===== config.mk =====
export PLATFORM = sky130hd
export DESIGN_NAME = otter_fetch_stage
export DESIGN_NICKNAME = d
export VERILOG_FILES = /design/src/rtl/otter_fetch_stage.sv
export SDC_FILE = /design/constraint.sdc
export NUM_CORES = 1
export LEC_CHECK = 0
export CAP_MARGIN = 20
export CORE_AREA = 3 3 152 154
export CTS_CLUSTER_SIZE = 20
export DETAILED_ROUTE_END_ITERATION = 8
export DIE_AREA = 0 0 155 157
export HOLD_SLACK_MARGIN = 0.02
export MAX_ROUTING_LAYER = met4
export PLACE_DENSITY_LB_ADDON = 0.12
export SYNTH_ARGS = -nofsm -noshare
export SYNTH_HDL_FRONTEND = slang
export SYNTH_SLANG_ARGS = --single-unit

===== constraint.sdc =====
create_clock -name clk -period 5.85 [get_ports clk]
set_clock_uncertainty 0.05 [all_clocks]
set_input_delay 0.8775 -clock clk [delete_from_list [all_inputs] [get_ports clk]]
set_output_delay 0.8775 -clock clk [all_outputs]
set_load 0.005 [all_outputs]

===== src/rtl/otter_fetch_stage.sv =====
// OTTER RV32I instruction-fetch stage: owns the fetch PC, issues in-order imem requests,
// buffers responses and drives the IF/DE pipeline register with stall and redirect handling.
module otter_fetch_stage #(
  parameter logic [31:0] RESET_VEC = 32'h0000_0000,
  parameter int          BUF_DEPTH = 2,
  parameter logic [31:0] NOP_INSTR = 32'h0000_0013
) (
  input  logic        clk,
  input  logic        rst_n,
  output logic        imem_req,
  output logic [31:0] imem_addr,
  input  logic        imem_gnt,
  input  logic        imem_rvalid,
  input  logic [31:0] imem_rdata,
  input  logic        stall_de,
  input  logic        redirect,
  input  logic [31:0] redirect_pc,
  output logic        if_de_valid,
  output logic [31:0] if_de_pc,
  output logic [31:0] if_de_ir
);

  localparam int              CW       = $clog2(BUF_DEPTH + 1);
  localparam int              PW       = (BUF_DEPTH > 1) ? $clog2(BUF_DEPTH) : 1;
  localparam logic [CW:0]     DEPTH_C  = (CW + 1)'(BUF_DEPTH);
  localparam logic [CW-1:0]   FULL_C   = CW'(BUF_DEPTH);
  localparam logic [PW-1:0]   PTR_LAST = PW'(BUF_DEPTH - 1);

  logic [31:0]   r_fetch_pc;
  logic [CW-1:0] r_out;
  logic [CW-1:0] r_drop;

  logic [31:0]   r_pcq [BUF_DEPTH];
  logic [PW-1:0] r_pcq_wr;
  logic [PW-1:0] r_pcq_rd;

  logic [31:0]   r_fq_pc [BUF_DEPTH];
  logic [31:0]   r_fq_ir [BUF_DEPTH];
  logic [PW-1:0] r_fq_wr;
  logic [PW-1:0] r_fq_rd;
  logic [CW-1:0] r_fq_cnt;

  logic          r_vld_p1;
  logic [31:0]   r_pc_p1;
  logic [31:0]   r_ir_p1;

  logic          w_credit;
  logic          w_hs;
  logic          w_rsp;
  logic          w_drop;
  logic          w_keep;
  logic [CW-1:0] w_out_nxt;
  logic          w_fq_empty;
  logic          w_fq_push;
  logic          w_fq_pop;
  logic [31:0]   w_keep_pc;

  function automatic logic [PW-1:0] ptr_inc(input logic [PW-1:0] p);
    return (p == PTR_LAST) ? '0 : p + PW'(1);
  endfunction

  // Outstanding requests plus buffered responses never exceed the FIFO depth,
  // so every response that is kept always has a free FIFO slot.
  assign w_credit  = ({1'b0, r_out} + {1'b0, r_fq_cnt}) < DEPTH_C;
  assign imem_req  = rst_n & ~redirect & w_credit;
  assign imem_addr = r_fetch_pc;
  assign w_hs      = imem_req & imem_gnt;

  // A response with nothing outstanding (e.g. a straggler from before reset) is ignored.
  assign w_rsp      = imem_rvalid & (r_out != '0);
  assign w_drop     = w_rsp & (r_drop != '0);
  assign w_keep     = w_rsp & (r_drop == '0);
  assign w_out_nxt  = r_out + CW'(w_hs) - CW'(w_rsp);
  assign w_keep_pc  = r_pcq[r_pcq_rd];

  assign w_fq_empty = (r_fq_cnt == '0);
  assign w_fq_pop   = ~redirect & ~stall_de & ~w_fq_empty;
  assign w_fq_push  = ~redirect & w_keep & (stall_de | ~w_fq_empty);

  always_ff @(posedge clk or negedge rst_n) begin
    if (!rst_n) begin
      r_fetch_pc <= RESET_VEC;
      r_out      <= '0;
      r_drop     <= '0;
      r_pcq_wr   <= '0;
      r_pcq_rd   <= '0;
      r_fq_wr    <= '0;
      r_fq_rd    <= '0;
      r_fq_cnt   <= '0;
    end else begin
      r_out <= w_out_nxt;
      if (redirect) begin
        // Everything still in flight after this edge belongs to the old path.
        r_fetch_pc <= redirect_pc & 32'hFFFF_FFFC;
        r_drop     <= w_out_nxt;
        r_pcq_wr   <= '0;
        r_pcq_rd   <= '0;
        r_fq_wr    <= '0;
        r_fq_rd    <= '0;
        r_fq_cnt   <= '0;
      end else begin
        if (w_hs) begin
          r_fetch_pc <= r_fetch_pc + 32'd4;
          r_pcq_wr   <= ptr_inc(r_pcq_wr);
        end
        if (w_drop)    r_drop   <= r_drop - CW'(1);
        if (w_keep)    r_pcq_rd <= ptr_inc(r_pcq_rd);
        if (w_fq_push) r_fq_wr  <= ptr_inc(r_fq_wr);
        if (w_fq_pop)  r_fq_rd  <= ptr_inc(r_fq_rd);
        r_fq_cnt <= r_fq_cnt + CW'(w_fq_push) - CW'(w_fq_pop);
      end
    end
  end

  always_ff @(posedge clk) begin
    if (w_hs) r_pcq[r_pcq_wr] <= r_fetch_pc;
    if (w_fq_push) begin
      r_fq_pc[r_fq_wr] <= w_keep_pc;
      r_fq_ir[r_fq_wr] <= imem_rdata;
    end
  end

  // IF/DE boundary: FIFO head first, then same-cycle bypass, otherwise a bubble.
  always_ff @(posedge clk or negedge rst_n) begin
    if (!rst_n) begin
      r_vld_p1 <= 1'b0;
      r_pc_p1  <= 32'h0;
      r_ir_p1  <= NOP_INSTR;
    end else if (redirect) begin
      r_vld_p1 <= 1'b0;
      r_ir_p1  <= NOP_INSTR;
    end else if (!stall_de) begin
      if (!w_fq_empty) begin
        r_vld_p1 <= 1'b1;
        r_pc_p1  <= r_fq_pc[r_fq_rd];
        r_ir_p1  <= r_fq_ir[r_fq_rd];
      end else if (w_keep) begin
        r_vld_p1 <= 1'b1;
        r_pc_p1  <= w_keep_pc;
        r_ir_p1  <= imem_rdata;
      end else begin
        r_vld_p1 <= 1'b0;
        r_ir_p1  <= NOP_INSTR;
      end
    end
  end

  assign if_de_valid = r_vld_p1;
  assign if_de_pc    = r_pc_p1;
  assign if_de_ir    = r_ir_p1;

  a_no_fifo_overflow: assert property (@(posedge clk) disable iff (!rst_n)
    !(w_keep && (r_fq_cnt == FULL_C)));

endmodule


[Word-level counts from Yosys, hierarchy flattened]
Memory sizes are Yosys's and may differ from the RTL's.
Cells that the tools add are included.
Storage, ports and cells
  bits in registers: 107
  RAM bits: 192
  memories kept: 3
Memories
  r_fq_ir: words 2, width 32, read ports 1, clocked after memory_dff 0, wr ports 1, RTL line 38  | logic [31:0] r_fq_ir [BUF_DEPTH];
  r_fq_pc: words 2, width 32, read ports 1, clocked after memory_dff 0, wr ports 1, RTL line 37  | logic [31:0] r_fq_pc [BUF_DEPTH];
  r_pcq: words 2, width 32, read ports 1, clocked after memory_dff 0, wr ports 1, RTL line 33  | logic [31:0] r_pcq [BUF_DEPTH];
Operators by class
  add/sub/neg operators: 11
  order comparisons: 1
  eq/ne operators: 2
  muxes and demuxes: 31
  bitwise operators: 14
  reduce and logical (&&, ||, !) cells: 10
Operator list (count)
  $mux 32: 8
  $add 32x3->32 const B: 1
  $mux 1: 20
  $reduce_bool 2->1: 7
  $and 1x1->1: 10
  $mux 2: 3
  $add 1x1->1 const B: 4
  $add 2x1->2: 2
  $logic_not 2->1: 2
  $sub 2x1->2: 2
  $add 2x2->3: 1
  $lt 3x2->1 const B: 1
  $not 1->1: 3
  $reduce_and 3->1: 1
  $ne 2x1->1 const B: 1
  $ne 2x2->1 const B: 1
  $sub 2x1->2 const B: 1
  $or 1x1->1: 1

[Depth between registers and ports, before layout]
  depth after elaboration: 8
  gate-level depth with buffers: 14
  mapped depth without buffers: 12

[Worst setup path after synthesis]
No wires, ideal clock.
  path kind: input to register
  from: input port imem_rvalid
  to: memory r_fq_ir[0][0], enable pin
  library setup time: 0.484 ns
  arrival: 4.157 ns
  required time: 5.316 ns
  setup slack: 1.159 ns
  stages on the path: 4
  cells stage by stage: o21a_1 > nand2_1 > or3_1 > nor2_1
Between the ends
  longest elaborated chain between the ends: 6
Ends and longest elaborated chain
  from (decl): RTL line 13  | input logic imem_rvalid,
  $and 1x1->1: RTL line 70  | assign w_rsp = imem_rvalid & (r_out != '0);
  $and 1x1->1: RTL line 72  | assign w_keep = w_rsp & (r_drop == '0);
  $and 1x1->1 (2 in a row): RTL line 78  | assign w_fq_push = ~redirect & w_keep & (stall_de | ~w_fq_empty);
  $mux 1: RTL line 117  | if (w_fq_push) begin
  $mux 1 (implied by the code): RTL line 119  | r_fq_ir[r_fq_wr] <= imem_rdata;
  to (decl): RTL line 38
Every way passes these cells.

[Worst setup path after layout]
  from: register r_fq_cnt[0]
  to: output port imem_req
Between the ends
  longest elaborated chain between the ends: 3
Ends and longest elaborated chain
  from (decl): RTL line 41  | logic [CW-1:0] r_fq_cnt;
  from (signal assigned): RTL line 110  | r_fq_cnt <= r_fq_cnt + CW'(w_fq_push) - CW'(w_fq_pop);
  $add 2x2->3: RTL line 64  | assign w_credit = ({1'b0, r_out} + {1'b0, r_fq_cnt}) < DEPTH_C;
  $lt 3x2->1: RTL line 64
  $and 1x1->1: RTL line 65  | assign imem_req = rst_n & ~redirect & w_credit;
  to (decl): RTL line 10  | output logic imem_req,
Every way passes these cells.

==> run_results.csv <==
group,metric,value,unit
setup_path,r2r_slack,2.79,ns
placed_design,gp_congestion,0.872,
route,vias,7415,
route,drc,0,
global_routing,grt.total_usage,0.206,
clock_network,cts_sinks,287,
setup_path,crit_fanout,4,
clock_network,clk_latency,0.54,ns
synth,synth_edf_count,184,
setup_path,criticalPathCategory,"register to output pin",
setup_path,r2r_start,"r_fq_cnt[0]$_DFF_PN0_",
sta,finalCritPeriodShare,0.599,
global_routing,grt_max_degree,66,
synth,async_flop_share,0.359,
synth,synth.top_cell.area_share,0.472,
floorplan,core_area,0.0218,mm²
synth,synthFlopType,"edfxtp_1",
synth,yosys_warnings,0,
setup_path,cp_data_required_time,4.92,ns
floorplan,ios,168,
sta,setup_viol,0,
sta,slew_violations,0,
setup_path,cp-endpoint,"imem_req",
synth,ys_top_cells_by_count,"edfxtp_1 (184), dfrtp_1 (100), nor2_1 (85), nand2_1 (74), mux2i_1 (61)",
sta,slew_headroom,0.292,
floorplan,die_w,155,µm
floorplan,die_h,157,µm
clock_network,cts_tree,"done",
power_and_ir_drop,finalPower,5260,µW
synth,syn-mean-instance-area,13.7,µm²
sta,holdWs,0.289,ns
sta,period_minus_slack,3.50,ns
sta,max_freq,286,MHz
power_and_ir_drop,power_density,365,mW/mm²
power_and_ir_drop,irDropWorstVdd,0.170,mV
synth,ys_types,51,
clock_network,path_clk_slew,0.06,ns
synth,synth-seq-cells,287,
clock_network,clock_path_buffers,3,
placed_design,port_buffers,161,
sta,hold_viol_final,0,
run,drv_cap,0,
floorplan,die_area,0.0243,mm²
global_routing,overflow,0,
final_layout,drive_gt1_frac,0.0928,
synth,synth_area_leaders,"edfxtp_1 (47%), dfrtp_1 (21%), mux2i_1 (5.2%)",
final_layout,area_growth,23.2,%
clock_network,postCtsHoldBufs,0,
clock_network,htreeDepth,1,
min_path,hp-class,"input pin to asynchronous set/reset pin",
final_layout,fillers,1613,
clock_network,cts-root-buf,"clkbuf_16",
route,drtPass1Iterations,5,
setup_path,crit_arrival,2.57,ns
synth,yosysTopAreaCell,"edfxtp_1",
outcome,status,"complete, no violations",
clock_network,cts_resized,0,
setup_path,r2r_end,"r_drop[1]$_DFFE_PN0P_",
synth,synth_area,0.0117,mm²
sta,rsz0062_at_grt,"false",
placed_design,dpl.hpwl,15200,µm
sta,setup_tns,0,ns
floorplan,initial_core_util,0.536,
final_layout,fin_nets,1088,
global_routing,grt_pass1_vias,7227,
final_layout,finalNonFillerCells,1314,
route,wirelength,24600,µm
global_routing,grt_pass1_wl,39200,µm
setup_path,end_kind,"output pin",
sta,worst_pin_slew,1.06,ns
setup_path,critPathLaunchType,"register",
global_routing,antenna_found_initial,0,
power_and_ir_drop,p_leak,0.00524,µW
synth,synthCells,856,
final_layout,n_antenna_cell,0,
clock_network,numCtsBuffers,29,
setup_path,startpoint,"r_fq_cnt[0]$_DFF_PN0_",
synth,ys_seq_area_frac,0.693,
route,avgRoutedWirePerCell,18.7,µm
synth,yosysMostFrequentCell,"edfxtp_1",
route,antenna_left,0,
floorplan,rows,54,
route,drtIter0Drc,513,
placed_design,dp.cells,1259,
route,viasPerCell,5.64,
setup_path,reg2reg_depth,12,
clock_network,cts_setup_buffers,0,
==> cells by family after synthesis <==
family / count (synthesis) / share of synthesized area
buffers and inverters: 62 / 0.0246
AO/OA/AOI/OAI: 161 / 0.0915
multiplexers: 93 / 0.0830
adder cells (fa/ha/maj): 7 / 0.00813
XOR/XNOR: 7 / 0.00524
other: 1 / 0.000321
flip-flops: 287 / 0.693
AND/OR/NAND/NOR: 238 / 0.0940
==> per-layer routing <==
metal / GRT usage / share of wire / vias up / routed length (µm)
met4: 0.0454 / 0.015 / 0 / 361
met5: - / 0 / - / 0
met1: 0.301 / 0.47 / 3607 / 11600
met2: 0.314 / 0.46 / 279 / 11200
met3: 0.0258 / 0.057 / 28 / 1400
li1: - / - / 3501 / -
==> placed cells by master (no fill, tap or decap), types with 10 or more instances in the layout <==
master and count:
a21oi_1 37, a221o_1 32, and3_1 10, buf_4 11
clkbuf_1 15, clkbuf_16 29, clkdlybuf4s50_1 159, dfrtp_1 99
edfxtp_1 184, mux2_2 32, mux2i_1 61, nand2_1 74
nand3_1 22, nor2_1 80, nor2b_1 13, o21ai_0 57
o311ai_0 10
==> metrics by stage <==
stage	setup slack [ns]	util	instance area (µm²)
after floorplan	1.16	-	11700
after global placement	2.15	0.621	13600
after detailed placement	2.12	0.621	13600
after CTS	2.31	0.659	14400
after global routing	2.23	0.660	14400
final	2.35	0.660	14400
==> report_power, final <==
group	internal, µW	leakage (µW)	switching, µW
Combinational	547	0.00185	498
Clock	918	0.000403	716
Sequential	2420	0.00298	161
==> how the worst min path moves through the flow <==
stage / end / cells past startpoint
6_report: if_de_ir[17]$_DFFE_PN0P_ / 1
5_1_grt: if_de_ir[19]$_DFFE_PN0P_ / 1
4_1_cts: if_de_ir[14]$_DFFE_PN0P_ / 1
3_5_place_dp: if_de_valid$_DFFE_PN0P_ / 2
3_3_place_gp: if_de_valid$_DFFE_PN0P_ / 2
2_1_floorplan: if_de_valid$_DFFE_PN0P_ / 2
==> area by class of cell <==
type / count / area (µm²) / area share
well taps: 280 / 350 / 0.0243
clock buffers: 44 / 782 / 0.0543
flip-flops and latches: 287 / 8110 / 0.563
clock inverters: 10 / 47.5 / 0.00330
multi-input cells: 510 / 3340 / 0.232
inverters: 9 / 33.8 / 0.00234
repair buffers: 174 / 1750 / 0.121
==> critical path, cell delays in order, from the launching register on <==
cell,delay [ns]
dfrtp_1,0.44
and2_1,0.17
fa_1,0.48
nor4b_4,0.35
clkdlybuf4s50_1,0.60
==> flip-flops by register name, summed over array words and instances, names as in the netlist <==
register / count
if_de_valid: 1
r_fq_wr: 1
imem_addr: 30
if_de_ir: 32
r_fq_ir: 64
r_fq_cnt: 2
r_pcq_rd: 1
r_fq_rd: 1
r_pcq: 60
r_pcq_wr: 1
r_drop: 2
if_de_pc: 30
r_fq_pc: 60
r_out: 2
Note: power is estimated with default switching activity, not from simulation.
